**src/rtl/tempsense_sar_ctrl_pkg.sv**
```systemverilog
// Shared definitions for the SAR temperature-sensor sequencer:
// state encodings (also decoded by the debug mux) and small helpers.
package tempsense_sar_ctrl_pkg;

    localparam int STATE_W = 3;

    localparam logic [STATE_W-1:0] ST_IDLE       = 3'd0;
    localparam logic [STATE_W-1:0] ST_PRECHARGE  = 3'd1;
    localparam logic [STATE_W-1:0] ST_TRANSITION = 3'd2;
    localparam logic [STATE_W-1:0] ST_MEASURE    = 3'd3;
    localparam logic [STATE_W-1:0] ST_EVALUATE   = 3'd4;
    localparam logic [STATE_W-1:0] ST_ACCUM      = 3'd5;
    localparam logic [STATE_W-1:0] ST_WAIT       = 3'd6;

    // Busy means a conversion is in flight; IDLE and WAIT are the rest states.
    function automatic logic f_is_busy(input logic [STATE_W-1:0] st);
        return (st != ST_IDLE) && (st != ST_WAIT);
    endfunction

    // Counter width that can hold the value n (at least one bit).
    function automatic int f_cnt_w(input int n);
        return (n > 1) ? $clog2(n + 1) : 1;
    endfunction

endpackage

```
**src/rtl/tempsense_sar_ctrl_avg.sv**
```systemverilog
// Averaging back end: sums the SAR result of each conversion, counts
// conversions and publishes the truncated mean with a one-cycle valid.
module tempsense_avg
    import tempsense_sar_ctrl_pkg::*;
#(
    parameter int N_VDAC   = 6,
    parameter int LOG2_AVG = 2
) (
    input  logic              clk,
    input  logic              reset,
    input  logic              i_clear,
    input  logic              i_add,
    input  logic [N_VDAC-1:0] i_sample,
    output logic              o_last,
    output logic [N_VDAC-1:0] o_result,
    output logic              o_valid
);

    localparam int ACC_W   = N_VDAC + LOG2_AVG;
    localparam int CNT_W   = LOG2_AVG + 1;
    localparam int NUM_AVG = 1 << LOG2_AVG;

    logic [ACC_W-1:0] r_acc;
    logic [CNT_W-1:0] r_cnt;
    logic [ACC_W-1:0] w_sum;

    // Running sum including the sample being added this cycle; the final
    // average is taken from it so the last add and the publish share an edge.
    assign w_sum  = r_acc + ACC_W'(i_sample);
    assign o_last = (r_cnt == CNT_W'(NUM_AVG - 1));

    // Accumulate, count conversions, publish the mean after the last one.
    always_ff @(posedge clk) begin
        if (reset) begin
            r_acc    <= '0;
            r_cnt    <= '0;
            o_result <= '0;
            o_valid  <= 1'b0;
        end else begin
            o_valid <= 1'b0;
            if (i_clear) begin
                r_acc <= '0;
                r_cnt <= '0;
            end else if (i_add) begin
                r_acc <= w_sum;
                r_cnt <= r_cnt + CNT_W'(1);
                if (o_last) begin
                    o_result <= N_VDAC'(w_sum >> LOG2_AVG);
                    o_valid  <= 1'b1;
                end
            end
        end
    end

endmodule

```
**src/rtl/tempsense_sar_ctrl.sv**
```systemverilog
// SAR sequencer for the tempsense delay macro: per bit it precharges,
// releases the line with the DAC at VMIN, then applies the trial code and
// samples whether the macro signalled a delay. Averaged results are
// produced single-shot or continuously with an idle interval.
module tempsense_sar_ctrl
    import tempsense_sar_ctrl_pkg::*;
#(
    parameter int N_VDAC      = 6,
    parameter int LOG2_AVG    = 2,
    parameter int MEAS_CYCLES = 1,
    parameter int INTERVAL    = 16384
) (
    input  logic               clk,
    input  logic               reset,
    input  logic               i_start,
    input  logic               i_continuous,
    input  logic               i_tempdelay,
    output logic [N_VDAC-1:0]  o_dac_data,
    output logic               o_dac_en,
    output logic               o_precharge_n,
    output logic [N_VDAC-1:0]  o_result,
    output logic               o_valid,
    output logic               o_busy,
    output logic [STATE_W-1:0] o_state
);

    localparam int BIT_W  = (N_VDAC > 1) ? $clog2(N_VDAC) : 1;
    localparam int MEAS_W = f_cnt_w(MEAS_CYCLES);
    localparam int INT_W  = f_cnt_w(INTERVAL);

    localparam logic [N_VDAC-1:0] VMAX     = {N_VDAC{1'b1}};
    localparam logic [N_VDAC-1:0] VMIN     = {N_VDAC{1'b0}};
    localparam logic [BIT_W-1:0]  BIT_TOP  = BIT_W'(N_VDAC - 1);
    localparam logic [MEAS_W-1:0] MEAS_END = MEAS_W'(MEAS_CYCLES - 1);
    localparam logic [INT_W-1:0]  INT_END  = INT_W'(INTERVAL);

    logic [STATE_W-1:0] r_state;
    logic [N_VDAC-1:0]  r_sar;
    logic [BIT_W-1:0]   r_bit;
    logic [MEAS_W-1:0]  r_meas;
    logic [INT_W-1:0]   r_ivl;

    logic [N_VDAC-1:0]  w_trial;
    logic               w_clear;
    logic               w_add;
    logic               w_last;

    assign w_trial = r_sar | (N_VDAC'(1) << r_bit);

    // A new averaged measurement begins on the edge leaving IDLE or WAIT.
    // WAIT holds for INTERVAL+1 cycles so the exit edge mirrors the IDLE
    // edge that samples i_start.
    assign w_clear = ((r_state == ST_IDLE) && (i_start || i_continuous)) ||
                     ((r_state == ST_WAIT) && i_continuous && (r_ivl == INT_END));
    assign w_add   = (r_state == ST_ACCUM);

    // Sequencer: state, SAR register, bit index and the two timers.
    always_ff @(posedge clk) begin
        if (reset) begin
            r_state <= ST_IDLE;
            r_sar   <= '0;
            r_bit   <= BIT_TOP;
            r_meas  <= '0;
            r_ivl   <= '0;
        end else begin
            case (r_state)
                ST_IDLE: begin
                    r_ivl <= '0;
                    if (i_start || i_continuous) begin
                        r_state <= ST_PRECHARGE;
                        r_sar   <= '0;
                        r_bit   <= BIT_TOP;
                    end
                end
                ST_PRECHARGE: r_state <= ST_TRANSITION;
                ST_TRANSITION: begin
                    r_state <= ST_MEASURE;
                    r_meas  <= '0;
                end
                ST_MEASURE: begin
                    if (r_meas == MEAS_END) r_state <= ST_EVALUATE;
                    else                    r_meas  <= r_meas + MEAS_W'(1);
                end
                ST_EVALUATE: begin
                    // No delay means the trial code is still below the sensor
                    // threshold, so keep the bit.
                    if (!i_tempdelay) r_sar <= w_trial;
                    if (r_bit == '0) begin
                        r_state <= ST_ACCUM;
                    end else begin
                        r_bit   <= r_bit - BIT_W'(1);
                        r_state <= ST_PRECHARGE;
                    end
                end
                ST_ACCUM: begin
                    r_sar <= '0;
                    r_bit <= BIT_TOP;
                    r_ivl <= '0;
                    if (!w_last)           r_state <= ST_PRECHARGE;
                    else if (i_continuous) r_state <= ST_WAIT;
                    else                   r_state <= ST_IDLE;
                end
                ST_WAIT: begin
                    if (!i_continuous) begin
                        r_state <= ST_IDLE;
                    end else if (r_ivl == INT_END) begin
                        r_state <= ST_PRECHARGE;
                        r_ivl   <= '0;
                    end else begin
                        r_ivl <= r_ivl + INT_W'(1);
                    end
                end
                default: r_state <= ST_IDLE;
            endcase
        end
    end

    // Macro drive decoded from the registered state.
    always_comb begin
        o_dac_en      = 1'b0;
        o_dac_data    = VMAX;
        o_precharge_n = 1'b0;
        case (r_state)
            ST_PRECHARGE, ST_ACCUM: begin
                o_dac_en = 1'b1;
            end
            ST_TRANSITION: begin
                o_dac_en      = 1'b1;
                o_dac_data    = VMIN;
                o_precharge_n = 1'b1;
            end
            ST_MEASURE, ST_EVALUATE: begin
                o_dac_en      = 1'b1;
                o_dac_data    = w_trial;
                o_precharge_n = 1'b1;
            end
            default: ;
        endcase
    end

    assign o_busy  = f_is_busy(r_state);
    assign o_state = r_state;

    tempsense_avg #(
        .N_VDAC   (N_VDAC),
        .LOG2_AVG (LOG2_AVG)
    ) u_avg (
        .clk      (clk),
        .reset    (reset),
        .i_clear  (w_clear),
        .i_add    (w_add),
        .i_sample (r_sar),
        .o_last   (w_last),
        .o_result (o_result),
        .o_valid  (o_valid)
    );

endmodule

```
**config.mk**
```make
export PLATFORM = sky130hd
export DESIGN_NAME = tempsense_sar_ctrl
export DESIGN_NICKNAME = d
export VERILOG_FILES = /design/src/rtl/tempsense_sar_ctrl_pkg.sv /design/src/rtl/tempsense_sar_ctrl_avg.sv /design/src/rtl/tempsense_sar_ctrl.sv
export SDC_FILE = /design/constraint.sdc
export NUM_CORES = 1
export LEC_CHECK = 0
export CAP_MARGIN = 20
export CORE_ASPECT_RATIO = 0.5
export CORE_MARGIN = 3
export CORE_UTILIZATION = 40
export CTS_CLUSTER_SIZE = 20
export DETAILED_ROUTE_END_ITERATION = 10
export PLACE_DENSITY = 0.71
export SETUP_SLACK_MARGIN = 0.15
export SLEW_MARGIN = 20
export SYNTH_ARGS = -nofsm -noshare
export SYNTH_HDL_FRONTEND = slang
export SYNTH_SLANG_ARGS = --single-unit
```
**constraint.sdc**
```tcl
create_clock -name clk -period 3.56 [get_ports clk]
set_input_delay 0.534 -clock clk [delete_from_list [all_inputs] [get_ports clk]]
set_output_delay 0.534 -clock clk [all_outputs]
set_load 0.05 [all_outputs]
```
==> results_dict.tcl <==
set metrics [dict create \
    status "finished, final reports clean" \
    path_max_fanout 17 \
    syn_avg_cell_area_um2 8.26 \
    die_x_um 122 \
    synthesis.area_um2 2690 \
    final_util_pct 49.9 \
    setup_tns_ns 0 \
    cp_slowest_cell "clkdlybuf4s50_1" \
    yosys.area_share.simple_pct 26.5 \
    synth_cell_types 64 \
    fmax_mhz 320 \
    yosysWarnings 0 \
    dr.first_iter.drc_count 196 \
    drv_cap 0 \
    critPathArrivalTime_ns 2.59 \
    worst_slew_pin_slew_ns 0.531 \
    antenna_cells 0 \
    power.leakage_nw 1.10 \
    finalSetupViolations 0 \
    routed_wl_mm 6.44 \
    switchingPower_mw 0.369 \
    synth-edff-count 0 \
    hp-class "flop to flop" \
    ys_ff_latch 45 \
    critPathLaunchType "flop" \
    num_vias 2520 \
    p_total_mw 1.30 \
    syn_to_final_growth_pct 16.5 \
    ctsHoldBuffers 0 \
    post-route-min-period_ns 3.12 \
    reg2reg_setup_slack_ns 1.40 \
    post_cts_resized 0 \
    vdd_drop_max_uv 188 \
    syn-num-nets 347 \
    first_global_vias 2297 \
    clk_path_buf_depth 2 \
    clock_sinks 45 \
    combPwrFrac_pct 17.5 \
    die_y_um 64 \
    vias_per_cell 5.83 \
    place_hpwl_mm 4.63 \
    grtUsageTotal_pct 17.3 \
    fin_nets 364 \
    finalClockSkew_ns 0.00686 \
    drv_slew 0 \
    regArea_um2 901 \
    grt-ovfl-total 0 \
    multiInputGateArea_um2 1640 \
    cts_htree_levels 2 \
    root_buffer "clkbuf_16" \
    worst_slack_ns 0.439 \
    clkPwrFrac_pct 42.3 \
    path_class "flop to output pin" \
    powerDensity_nw_per_um2 414 \
    synth_fa_ha_area_share_pct 7.72 \
    crit_required_ns 3.03 \
    die-area_um2 7810 \
    synthArstFlopShare_pct 0 \
    wl_per_cell_um 14.9 \
    hold_viol_final 0 \
    end_kind "output pin" \
    grt_antenna_before_repair 0 \
    synthCells 326 \
    max_stage_delay_ns 0.85 \
    crit_chain "or3b_1 > nand2_1 > clkdlybuf4s50_1" \
    place_ws_ns 0.780 \
    coreArea_um2 6280 \
    clkTransAtPathRegs_ns 0.06 \
    n_fill_cell 600 \
    synth_top_family_by_area "simple AND/OR/NAND/NOR gates" \
    drc 0 \
    port_buffers 23 \
    swShare_pct 28.4 \
    synthMuxAreaShare_pct 0.744 \
    ios 24 \
    cts_buffers 5 \
    cts_tree "built" \
    first_pass_iters 5 \
    gp_congestion 0.924 \
    post-cts-setup-buffers 0 \
    yosysSeqAreaShare_pct 33.5 \
    synth_flop_cell "dfxtp_1" \
    pwr-share-seq_pct 40.2 \
    start_util_pct 42.8 \
    rows 20 \
    post_route_cells_drive_above_1_share_pct 6.98 \
    finalCritPeriodShare_pct 87.7 \
    grt_pass1_wl_mm 10.9 \
    rsz0062_at_grt "no" \
    grt_max_degree 19 \
    ant_nets 0 \
    synth_xor_area_share_pct 1.63 \
    relSlewSlack_pct 64.5 \
    synth-compound-area-share_pct 24.5 \
    p_int_mw 0.930 \
    insertion_delay_ns 0.29 \
]
synth_stat cells, types with 3 or more instances:
master / count / area, um2
buf_2: 4 / 20.0
nand2_1: 30 / 113
a31oi_1: 20 / 125
nor2b_1: 7 / 43.8
nor3_1: 6 / 30.0
a211oi_1: 4 / 30.0
o21ai_0: 14 / 70.1
a32oi_1: 3 / 26.3
xnor2_1: 3 / 26.3
ha_1: 15 / 188
nand4_1: 4 / 25.0
o2111ai_1: 3 / 26.3
and4_1: 3 / 26.3
a22oi_1: 4 / 30.0
nand3b_1: 4 / 30.0
o211ai_1: 7 / 52.6
a21oi_1: 22 / 110
dfxtp_1: 45 / 901
or3_1: 7 / 43.8
clkbuf_1: 5 / 18.8
nor2_1: 24 / 90.1
buf_6: 3 / 33.8
inv_1: 13 / 48.8
nand3_1: 19 / 95.1
o21a_1: 4 / 30.0
cell families after synthesis:
group	Yosys count
AND/OR/NAND/NOR	129
AO/OA/AOI/OAI	99
flip-flops	45
buffers and inverters	30
adder cells (fa/ha/maj)	16
XOR/XNOR	5
multiplexers	2
worst paths after layout:
kind | startpoint | to | cells past startpoint
max reg2reg | r_ivl[0] | r_ivl[12] | 7
max | o_state[2] | o_precharge_n | 3
min reg2reg | u_avg.r_cnt[1] | u_avg.r_cnt[1] | 2
min | u_avg.r_cnt[1] | u_avg.r_cnt[1] | 2
critical path, delay by kind of cell, from the launching register on:
kind / cells / cell delay, ns
buffers and inverters: 1 / 0.85
flip-flops: 1 / 0.65
AND/OR/NAND/NOR: 2 / 0.79
state kept, by name, summed over array words and instances, names as in the netlist:
name	count
r_bit	3
u_avg.r_cnt	3
u_avg.o_valid	1
o_state	3
u_avg.r_acc	8
r_sar	6
u_avg.o_result	6
r_ivl	15
power by group through the flow:
stage | Clock [mW] | Combinational (mW) | Sequential [mW]
2_1_floorplan | 0 | 0.152 | 0.536
4_1_cts | 0.562 | 0.228 | 0.522
3_3_place_gp | 0 | 0.225 | 0.532
5_1_grt | 0.589 | 0.242 | 0.524
3_5_place_dp | 0 | 0.227 | 0.534
6_report | 0.549 | 0.227 | 0.523
layer usage:
| layer | vias up | global-route usage (%) | wire length (um) |
|---|---|---|---|
| li1 | 1258 | - | - |
| met1 | 1189 | 22.7 | 3000 |
| met2 | 62 | 27.5 | 3040 |
| met3 | 11 | 4.33 | 322 |
| met4 | 0 | 6.42 | 82 |
| met5 | - | 0 | 0 |
per-stage QoR:
stage	cell area (um2)	cells	hold WS [ns]
after detailed placement	2960	424	0.461
final	3130	432	0.468
after global routing	3130	432	0.489
after global placement	2960	424	0.446
after CTS	3130	432	0.469
after floorplan	2690	326	0.431
final cells by class:
class | count | share of cell area [%]
Clock buffer | 6 | 4.43
Clock inverter | 2 | 1.20
Inverter | 14 | 1.68
Multi-Input combinational cell | 251 | 52.4
Sequential cell | 45 | 28.7
Tap cell | 88 | 3.51
Timing Repair Buffer | 26 | 8.06
cell usage in the layout (no fill, tap or decap), types with 3 or more instances in the layout:
cell type / n
dfxtp_1: 45
nand2_1: 30
nor2_1: 24
clkdlybuf4s50_1: 23
a21oi_1: 22
a31oi_1: 20
nand3_1: 19
ha_1: 15
o21ai_0: 14
inv_1: 13
nor2b_1: 7
or3_1: 7
o211ai_1: 7
nor3_1: 6
clkbuf_16: 5
nand4_1: 4
nand3b_1: 4
o21a_1: 4
a211oi_1: 4
a22oi_1: 4
and4_1: 3
o2111ai_1: 3
a32oi_1: 3
xnor2_1: 3
buf_4: 3
Power figures use the tool's default switching activity.
